[src/rtl/reg_dump_if.sv]
//------------------------------------------------------------------------------
// reg_dump_if
// Bundles the register-file read port and the dumped-word output handshake
// of reg_dump_reader.
//
// Signals
//   rf_read_reg  : register index presented to the register file read port
//   rf_read_data : register file data, valid one clock edge after the index
//   out_valid    : out_data/out_index hold a dumped word
//   out_ready    : downstream accepts the word on out_valid && out_ready
//   out_data     : dumped register value
//   out_index    : index of the register held in out_data
//
// Modports
//   master : the dump reader (drives the read index and the output word)
//   slave  : the environment (register file and downstream consumer)
//------------------------------------------------------------------------------
interface reg_dump_if #(
    parameter int data_size = 32,
    parameter int addr_size = 4
) ();

    logic [addr_size-1:0] rf_read_reg;
    logic [data_size-1:0] rf_read_data;
    logic                 out_valid;
    logic                 out_ready;
    logic [data_size-1:0] out_data;
    logic [addr_size-1:0] out_index;

    modport master (
        output rf_read_reg,
        input  rf_read_data,
        output out_valid,
        input  out_ready,
        output out_data,
        output out_index
    );

    modport slave (
        input  rf_read_reg,
        output rf_read_data,
        input  out_valid,
        output out_ready,
        input  out_data,
        input  out_index
    );

endinterface

[src/rtl/reg_dump_reader.sv]
//------------------------------------------------------------------------------
// reg_dump_reader
// Walks a register file from index 0 to regs_count-1 and streams every value
// out through a valid/ready handshake, one word per register. Each word takes
// three states: ISSUE (present the index), CAPTURE (latch the read data one
// edge later) and SEND (hold the word until it is accepted). A one-cycle done
// pulse follows acceptance of the last word.
//
// Ports
//   clk   : single clock, all state changes on its rising edge
//   rst   : synchronous, active-high reset
//   start : request a full dump, only looked at while idle
//   abort : drop an active dump and return to idle at the next edge
//   busy  : high in every state except IDLE
//   done  : one-cycle pulse after the last word has been accepted
//   bus   : register-file read port and output word handshake (master side)
//
// All outputs are registered: each transition loads the output values that
// belong to the destination state, so outputs always describe the current
// state with no combinational path from the inputs.
//------------------------------------------------------------------------------
module reg_dump_reader #(
    parameter int data_size  = 32,
    parameter int regs_count = 16,
    parameter int addr_size  = $clog2(regs_count)
) (
    input  logic          clk,
    input  logic          rst,
    input  logic          start,
    input  logic          abort,
    output logic          busy,
    output logic          done,
    reg_dump_if.master    bus
);

    typedef enum logic [2:0] {
        IDLE,
        ISSUE,
        CAPTURE,
        SEND,
        FINISH
    } state_t;

    // The last index is compared directly so the counter stops at
    // regs_count-1 and never relies on wrapping, which also covers register
    // counts that are not a power of two.
    localparam logic [addr_size-1:0] last_idx  = addr_size'(regs_count - 1);
    localparam logic [addr_size-1:0] zero_idx  = '0;
    localparam logic [data_size-1:0] zero_word = '0;

    state_t               state;
    logic [addr_size-1:0] idx;

    // NOTE: every register here is assigned with <= so all of them update
    // together from the values they held before the edge; a blocking '='
    // would let later statements see half-updated state.
    always_ff @(posedge clk) begin
        if (rst) begin
            // Synchronous reset wins over start and abort because it is
            // tested first.
            state           <= IDLE;
            idx             <= zero_idx;
            bus.rf_read_reg <= zero_idx;
            bus.out_valid   <= 1'b0;
            bus.out_data    <= zero_word;
            bus.out_index   <= zero_idx;
            busy            <= 1'b0;
            done            <= 1'b0;
        end else if (abort && state != IDLE) begin
            // Abort drops whatever is in flight, including a word sitting in
            // SEND. A word accepted on this same edge has already been taken
            // by the consumer, so nothing more is needed for it.
            state         <= IDLE;
            bus.out_valid <= 1'b0;
            busy          <= 1'b0;
            done          <= 1'b0;
        end else begin
            case (state)
                IDLE: begin
                    if (start) begin
                        idx             <= zero_idx;
                        bus.rf_read_reg <= zero_idx;
                        busy            <= 1'b1;
                        state           <= ISSUE;
                    end
                end

                ISSUE: begin
                    // rf_read_reg already carries idx; the register file
                    // returns the data on the coming edge.
                    state <= CAPTURE;
                end

                CAPTURE: begin
                    // Only place out_data/out_index are loaded, so they stay
                    // stable for however long SEND has to wait.
                    bus.out_data  <= bus.rf_read_data;
                    bus.out_index <= idx;
                    bus.out_valid <= 1'b1;
                    state         <= SEND;
                end

                SEND: begin
                    if (bus.out_ready) begin
                        bus.out_valid <= 1'b0;
                        if (idx == last_idx) begin
                            done  <= 1'b1;
                            state <= FINISH;
                        end else begin
                            idx             <= idx + addr_size'(1);
                            bus.rf_read_reg <= idx + addr_size'(1);
                            state           <= ISSUE;
                        end
                    end
                end

                FINISH: begin
                    // A start seen here is deliberately ignored; a new dump
                    // needs a fresh request once IDLE has been reached.
                    done  <= 1'b0;
                    busy  <= 1'b0;
                    state <= IDLE;
                end

                default: begin
                    bus.out_valid <= 1'b0;
                    busy          <= 1'b0;
                    done          <= 1'b0;
                    state         <= IDLE;
                end
            endcase
        end
    end

endmodule

[src/flat_wrapper.sv]
// flat-port wrapper written by rule: the top's interface ports become plain ports
module reg_dump_reader_flat 
#(
    parameter int data_size  = 32,
    parameter int regs_count = 16,
    parameter int addr_size  = $clog2(regs_count)
)
  (clk, rst, start, abort, busy, done, bus_rf_read_reg, bus_rf_read_data, bus_out_valid, bus_out_ready, bus_out_data, bus_out_index);
  reg_dump_if #(.data_size(data_size), .addr_size(addr_size)) bus_i ();
  input  logic clk;
  input  logic rst;
  input  logic start;
  input  logic abort;
  output logic busy;
  output logic done;
  output wire logic [$bits(bus_i.rf_read_reg)-1:0] bus_rf_read_reg;
  input wire logic [$bits(bus_i.rf_read_data)-1:0] bus_rf_read_data;
  output wire logic [$bits(bus_i.out_valid)-1:0] bus_out_valid;
  input wire logic [$bits(bus_i.out_ready)-1:0] bus_out_ready;
  output wire logic [$bits(bus_i.out_data)-1:0] bus_out_data;
  output wire logic [$bits(bus_i.out_index)-1:0] bus_out_index;
  assign bus_rf_read_reg = bus_i.rf_read_reg;
  assign bus_i.rf_read_data = bus_rf_read_data;
  assign bus_out_valid = bus_i.out_valid;
  assign bus_i.out_ready = bus_out_ready;
  assign bus_out_data = bus_i.out_data;
  assign bus_out_index = bus_i.out_index;
  reg_dump_reader #(.data_size(data_size), .regs_count(regs_count), .addr_size(addr_size)) u_core (.clk(clk), .rst(rst), .start(start), .abort(abort), .busy(busy), .done(done), .bus(bus_i));
endmodule
[config.mk]
export PLATFORM = sky130hd
export DESIGN_NAME = reg_dump_reader_flat
export DESIGN_NICKNAME = d
export VERILOG_FILES = /design/src/rtl/reg_dump_if.sv /design/src/rtl/reg_dump_reader.sv /design/src/flat_wrapper.sv
export SDC_FILE = /design/constraint.sdc
export NUM_CORES = 1
export LEC_CHECK = 0
export BUFFER_PORTS_ARGS = -buffer_cell sky130_fd_sc_hd__buf_4
export CAP_MARGIN = 20
export CORE_MARGIN = 2
export CORE_UTILIZATION = 42
export DETAILED_ROUTE_END_ITERATION = 12
export HOLD_SLACK_MARGIN = 0.08
export PLACE_DENSITY_LB_ADDON = 0.1
export SYNTH_ARGS = -nofsm -noshare
export SYNTH_HDL_FRONTEND = slang
export SYNTH_SLANG_ARGS = --single-unit
export TNS_END_PERCENT = 5
[constraint.sdc]
create_clock -name clk -period 1.3 [get_ports clk]
set_input_delay 0.195 -clock clk [delete_from_list [all_inputs] [get_ports clk]]
set_output_delay 0.195 -clock clk [all_outputs]
set_load 0.05 [all_outputs]
==> results of run 1 <==
sequential cells by signal, summed over array words and instances (netlist names):
signal / count
u_core.busy: 1
u_core.bus.out_valid: 1
u_core.state: 3
u_core.bus.out_data: 32
u_core.done: 1
u_core.idx: 4
u_core.bus.out_index: 4
cell type report:
type / count / area (sq um) / share of cell area (%)
clock buffers: 7 / 76.3 / 2.78
multi-input cells: 153 / 840 / 30.6
clock inverters: 1 / 7.51 / 0.274
flip-flops and latches: 46 / 936 / 34.1
well taps: 50 / 62.6 / 2.28
inverters: 5 / 18.8 / 0.685
repair buffers: 99 / 801 / 29.2
synth_stat cells (3+ instances only):
cell and number:
a21oi_1 33, a21oi_2 4, buf_2 5, buf_6 4
clkbuf_1 5, dfxtp_1 46, inv_1 5, nand2_1 75
nand2b_1 3, nand3b_1 4, nand4_1 4, nor2_1 6
per-layer routing:
layer | up-vias | track usage (%) | share of wire (%)
li1 | 921 | - | -
met1 | 839 | 23.9 | 46
met2 | 50 | 30.3 | 48
met3 | 4 | 5.09 | 5.8
met4 | 0 | 6.41 | 0.66
met5 | - | 0 | 0
worst max-delay path, cell delays in order, from the launching register on:
cell     delay [ns]
dfxtp_2        0.34
or4b_4         0.54
buf_12         0.18
nand2_1        0.08
a21oi_1        0.07
final timing paths:
| kind | depth (start not counted) | slack [ns] | endpoint | start |
|---|---|---|---|---|
| min | 2 | 0.13 | u_core.bus.out_valid | abort |
| max | 4 | -0.03 | u_core.bus.out_data[25] | u_core.state[0] |
| max reg2reg | 4 | -0.03 | u_core.bus.out_data[25] | u_core.state[0] |
| min reg2reg | 2 | 0.45 | u_core.done | u_core.done |
power breakdown:
group | internal [mW] | leakage [nW] | switching, mW
logic | 0.279 | 0.724 | 0.394
clock network | 0.381 | 0.0385 | 0.458
registers | 1.47 | 0.376 | 0.0378
metrics by stage:
stage	setup WS, ns	total power [mW]	area, sq um	util [%]	hold WS (ns)
2_1_floorplan	-0.127	1.92	1840	-	0.306
3_3_place_gp	-0.0836	2.14	2530	61.8	0.437
3_5_place_dp	-0.113	2.15	2530	61.8	0.444
4_1_cts	-0.0444	3.03	2710	66.3	0.131
5_1_grt	-0.0882	3.17	2740	67.1	0.121
6_report	-0.0263	3.01	2740	67.1	0.127
cells by family (layout without fill, tap and decap cells):
logic type	after synthesis	after routing	synth area share [%]
AO/OA/AOI/OAI	48	48	15.7
adder cells (fa/ha/maj)	1	1	0.688
buffers and inverters	20	112	6.33
flip-flops	46	46	50.7
AND/OR/NAND/NOR	104	104	26.6
timing repair:
action | in CTS | in global routing
buffers inserted | 1 | 0
endpoints found under the setup margin | 40 | 42
endpoints found under the hold margin | 0 | 0
resized for setup | 22 | 8
pin swaps | 4 | 2
cloned | 2 | 0
==> metrics.md, run 1 <==
| Metric | Value |
|---|---|
| Root buffer cell | `clkbuf_8` |
| Post-route ant nets | `0` |
| Crit end category | `flip-flop` |
| RSZ-0062 raised after global routing | `true` |
| Ports | `80` |
| Vias per inst | `between 5 and 6` |
| Port-buffer cells | `79` |
| First-pass iteration count of the detailed router | `4` |
| Vias in the first global route | `1576` |
| Max-cap viol count | `0` |
| N_diodes | `0` |
| Worst setup SP type | `flip-flop` |
| Synth area leaders | `dfxtp_1 51%, nand2_1 15%, a21oi_1 9.1%, buf_6 2.5%, a21oi_2 1.9%` |
| Iteration-0 DRC Markers | `93` |
| Area grow syn2layout | `50.8%` |
| Initial core utilization | `44.5%` |
| Fin. Hold Viols | `0` |
| Worst slew pin tran | `0.372 ns` |
| Grt total ovfl | `0` |
| CTS tree | `done` |
| Synth Warn # | `0` |
| Clock Path Buffers | `2` |
| Chip height | `approximately 70 um` |
| Worst EP required | `around 1.5 ns` |
| DIE WIDTH | `between 60 and 70 um` |
| Dpl cells | `350` |
| Post-synth top flop | `dfxtp_1` |
| Hold-fix buffers, CTS | `0` |
| Ys async rst share | `0%` |
| Yosys top cell by area | `dfxtp_1` |
| HPWL Detailed | `between 3000 and 4000 um` |
| Worst Hold Class | `input pin to flip-flop` |
| Post-route DRC | `0` |
| Maximum vdd drop | `0.702 mV` |
| Setup_tns | `-0.173 ns` |
| Distinct cells, synth | `31` |
| Clock-pin slew on the worst setup and hold paths | `roughly 0.08 ns` |
| CTS buffer count | `5` |
| Die outline area | `4870 sq um` |
| Worst skew pair latency | `approximately 0.3 ns` |
| Post-synthesis cell count | `219` |
| Fmax | `754 MHz` |
| Global-route usage over all layers | `18.7%` |
| Row count | `23` |
| Clock skew | `~0.0077 ns` |
| Post-synth EDFFs | `0` |
| Synthesized Nets | `between 200 and 300` |
| Register bit total from synthesis | `46` |
| Setup WS post-layout | `-0.0263 ns` |
| Commonest non-fill, non-tap cell in the layout | `buf_4` |
| Outcome | `complete, but fails checks` |
| Critical path class | `flip-flop to flip-flop` |
| Pin count of the biggest net entering global routing | `30` |
| DR vias | `1814` |
| CP max FO | `24` |
| Post-synth top area share | `50.7%` |
| Routed wire length | `roughly 4700 um` |
| Initial antenna violation count | `0` |
| # setup viols final | `20` |
| Share of layout cells above drive strength 1 | `between 40% and 50%` |
| Failing checks | `setup timing` |
| Routability congestion estimate from global placement | `0.825` |
| Wirelength per Cell | `12.9 um` |
| Final nets | `~350` |
| Pins Over Slew Limit | `0` |
| Post-Syn Area per Cell | `8.30 sq um` |
| Pwr Density | `1100 nW/um^2` |
| Core Box Area | `4090 sq um` |
| Sequential element share of the synthesized area | `50.7%` |
| Synthesized area | `~1800 sq um` |
| Final period util | `102%` |
| Fin cells | `361` |
| Worst EP arrival | `about 1.5 ns` |
| TritonCTS Sinks | `between 40 and 50` |
| Min Tclk post-route | `1.33 ns` |
| Slew HR | `74.9%` |
| Most frequent cells in the layout | `89 x buf_4, 75 x nand2_1, 40 x dfxtp_1` |
| Leak pwr | `1.14 nW` |
| Htree depth | `2` |
| Fill count | `365` |
| First-pass GRT wire length | `7300 um` |
Power figures use the tool's default switching activity.
==> inputs of run 2 (changes only) <==
--- a/config.mk
+++ b/config.mk
@@ -9,5 +9,5 @@
 export CAP_MARGIN = 20
 export CORE_MARGIN = 2
-export CORE_UTILIZATION = 42
+export CORE_UTILIZATION = 50
 export DETAILED_ROUTE_END_ITERATION = 12
 export HOLD_SLACK_MARGIN = 0.08
==> constraint.sdc (replaced) <==
create_clock -name clk -period 1.6 [get_ports clk]
set_input_delay 0 -clock clk [delete_from_list [all_inputs] [get_ports clk]]
set_output_delay 0 -clock clk [all_outputs]
set_load 0.05 [all_outputs]
==> run 2 against run 1 <==
The run now ends clean. Setup slack better by 0.11 ns. Register-to-register slack better by 0.11 ns. Worst hold slack gained 0.32 ns. Cell count rose by 5.8%. Final area up 5.9%. Non-clock buffer count grew 25. Largest power group unchanged.
==> metrics.md, run 2 (synthesized netlist as in run 1, its figures left out) <==
| Metric | Value |
|---|---|
| CP Cell Sequence | `ha_1 -> and3_1 -> o311ai_1 -> o22ai_1 (was or4b_4 -> buf_12 -> nand2_1 -> a21oi_1)` |
| Sequential power share | `49.2% (was 49.9%)` |
| Pins Over Slew Limit | `0 (unchanged)` |
| CTS tree | `done (unchanged)` |
| Biggest register | `u_core.bus.out_data (unchanged)` |
| Slowest stage delay, CP | `0.44 ns (was 0.54 ns)` |
| Worst path buffer plus inverter count | `0 (was 1)` |
| Max reg flops | `32 (unchanged)` |
| Final nets | `373 (was 348)` |
| Worst skew pair latency | `0.35 ns (was 0.30 ns)` |
| Core Box Area | `3420 sq um (was 4090 sq um)` |
| Clk pwr share | `27.3% (was 27.8%)` |
| Flip-flop and latch area | `923 sq um (was 936 sq um)` |
| Min Tclk post-route | `1.51 ns (was 1.33 ns)` |
| Int Pwr | `1.78 mW (was 2.12 mW)` |
| Wirelength per Cell | `14.3 um (was 12.9 um)` |
| Port-buffer cells | `79 (unchanged)` |
| First-pass iteration count of the detailed router | `4 (unchanged)` |
| Top Registers | `u_core.bus.out_data: 32 flops, u_core.bus.out_index: 4 flops, u_core.idx: 4 flops (unchanged)` |
| Multi-input logic area | `782 sq um (was 840 sq um)` |
| Crit end category | `flip-flop (unchanged)` |
| DR vias | `1949 (was 1814)` |
| Routed wire length | `5480 um (was 4670 um)` |
| Highest-delay cell along the critical path | `o311ai_1 (was or4b_4)` |
| Critical path class | `flip-flop to flip-flop (unchanged)` |
| RSZ-0062 raised after global routing | `false (was true)` |
| CTS buffer count | `5 (unchanged)` |
| Vias per inst | `5.10 (was 5.02)` |
| Worst R2R Start | `u_core.idx[0] (was u_core.state[0])` |
| N_diodes | `0 (unchanged)` |
| Pwr Density | `858 nW/um^2 (was 1100 nW/um^2)` |
| Share of layout cells above drive strength 1 | `30.1% (was 40.5%)` |
| Fin. Hold Viols | `0 (unchanged)` |
| Fill count | `193 (was 365)` |
| Area grow syn2layout | `59.7% (was 50.8%)` |
| Post_cts resized | `0 (was 22)` |
| Clock Path Buffers | `2 (unchanged)` |
| Commonest non-fill, non-tap cell in the layout | `buf_4 (unchanged)` |
| Routability congestion estimate from global placement | `0.800 (was 0.825)` |
| Worst EP arrival | `1.74 ns (was 1.50 ns)` |
| Vias in the first global route | `1883 (was 1576)` |
| Ports | `80 (unchanged)` |
| Worst setup SP type | `flip-flop (unchanged)` |
| Most frequent cells in the layout | `86 x buf_4, 75 x nand2_1, 44 x dfxtp_1 (was 89 x buf_4, 75 x nand2_1, 40 x dfxtp_1)` |
| Outcome | `completed (was complete, but fails checks)` |
| Clock-pin slew on the worst setup and hold paths | `0.12 ns (was 0.08 ns)` |
| Final period util | `94.5% (was 102%)` |
| Switching part of the total power | `28.5% (was 29.5%)` |
| Slew HR | `66.8% (was 74.9%)` |
| HPWL Detailed | `2900 um (was 3150 um)` |
| Dpl cells | `338 (was 350)` |
| Fmax | `662 MHz (was 754 MHz)` |
| DIE WIDTH | `64.3 um (was 69.8 um)` |
| Util after Layout | `85.0% (was 67.1%)` |
| Chip height | `64.3 um (was 69.8 um)` |
| Initial antenna violation count | `0 (unchanged)` |
| Max-cap viol count | `0 (unchanged)` |
| First-pass GRT wire length | `8780 um (was 7300 um)` |
| Fin cells | `382 (was 361)` |
| Post-route DRC | `0 (unchanged)` |
| TritonCTS Sinks | `46 (unchanged)` |
| Setup Buffers After CTS | `0 (was 1)` |
| Post-route ant nets | `0 (unchanged)` |
| Htree depth | `2 (unchanged)` |
| Initial core utilization | `53.2% (was 44.5%)` |
| Clock skew | `0.00963 ns (was 0.00769 ns)` |
| Pin count of the biggest net entering global routing | `44 (was 30)` |
| CP max FO | `5 (was 24)` |
| Die outline area | `4130 sq um (was 4870 sq um)` |
| Root buffer cell | `clkbuf_4 (was clkbuf_8)` |
| # setup viols final | `0 (was 20)` |
| Iteration-0 DRC Markers | `128 (was 93)` |
| Row count | `21 (was 23)` |
| R2R Setup Slk | `0.09 ns (was -0.03 ns)` |
| Worst slew pin tran | `0.490 ns (was 0.372 ns)` |
| Setup_tns | `0 ns (was -0.173 ns)` |
| Cell family with most CP delay | `compound AO/OA/AOI/OAI gates (was simple AND/OR/NAND/NOR gates)` |
| Global-route usage over all layers | `27.5% (was 18.7%)` |
| Combinational fraction of design power | `23.4% (was 22.3%)` |
| Reg-to-reg endpoint | `u_core.idx[0] (was u_core.bus.out_data[25])` |
| Worst Setup SP | `u_core.idx[0] (was u_core.state[0])` |
| Reg2reg path depth | `4 (unchanged)` |
| Worst Setup EP | `u_core.idx[0] (was u_core.bus.out_data[25])` |
| Switching component of the power | `0.710 mW (was 0.890 mW)` |
| Maximum vdd drop | `0.633 mV (was 0.702 mV)` |
| Worst EP required | `1.83 ns (was 1.48 ns)` |
| Leak pwr | `1.22 nW (was 1.14 nW)` |
| Grt total ovfl | `0 (unchanged)` |
| Hold-fix buffers, CTS | `36 (was 0)` |
| Worst Hold Class | `input pin to flip-flop (unchanged)` |
| Instance count on the critical path | `4 (unchanged)` |
## run 2: changes by cell type in the layout (fill, tap and decap cells not counted), moves of 3 or more
| cell | change |
|---|---|
| buf_6 | -6 |
| dlygate4sd3_1 | +36 |
| clkbuf_8 | -5 |
| buf_4 | -3 |
| buf_8 | -3 |
| clkbuf_4 | +5 |
| dfxtp_1 | +4 |
| dfxtp_4 | -3 |
## run 2: how the worst min path moves through the flow
stage | start | to | cells after the start
final | bus_rf_read_data[1] | u_core.bus.out_data[1] | 4
after global routing | bus_rf_read_data[1] | u_core.bus.out_data[1] | 4
after CTS | bus_rf_read_data[20] | u_core.bus.out_data[20] | 4
after detailed placement | bus_rf_read_data[20] | u_core.bus.out_data[20] | 3
after global placement | bus_rf_read_data[31] | u_core.bus.out_data[31] | 3
after floorplan | abort | u_core.bus.out_valid | 1
## run 2: routing by layer
metal | wire [um] | vias up | share of wire (%) | GRT usage, %
met3 | 321 | 14 | 5.9 | 6.87
met5 | 0 | - | 0 | 0
li1 | - | 967 | - | -
met4 | 159 | 0 | 2.9 | 11.4
met2 | 2690 | 67 | 49 | 49.1
met1 | 2310 | 901 | 42 | 30.9
## run 2: final cells by class
class / count / area share (%)
well taps: 46 / 1.98
repair buffers: 124 / 36.0
inverters: 5 / 0.647
clock buffers: 7 / 1.55
clock inverters: 1 / 1.03
multi-input cells: 153 / 26.9
flip-flops and latches: 46 / 31.8
## run 2: power groups by stage
stage	combinational (mW)	sequential (mW)	clock (mW)
detailed placement	0.500	1.25	0
global route	0.624	1.23	0.735
floorplan	0.180	1.39	0
global placement	0.496	1.25	0
finish	0.584	1.23	0.680
CTS	0.571	1.22	0.695
## run 2: metrics by stage
stage / instance area, sq um / total power, mW / hold WS, ns / setup WS, ns
6_report: 2900 / 2.49 / 0.446 / 0.0883
5_1_grt: 2900 / 2.59 / 0.453 / 0.00568
4_1_cts: 2900 / 2.49 / 0.422 / 0.0862
3_5_place_dp: 2470 / 1.75 / 0.257 / 0.0966
3_3_place_gp: 2470 / 1.74 / 0.247 / 0.161
2_1_floorplan: 1820 / 1.57 / 0.111 / 0.0753
## run 2: worst reg2reg max path, stage by stage (launching register included)
cell      delay (ns)
dfxtp_2         0.36
ha_1            0.24
and3_1          0.23
o311ai_1        0.44
o22ai_1         0.13
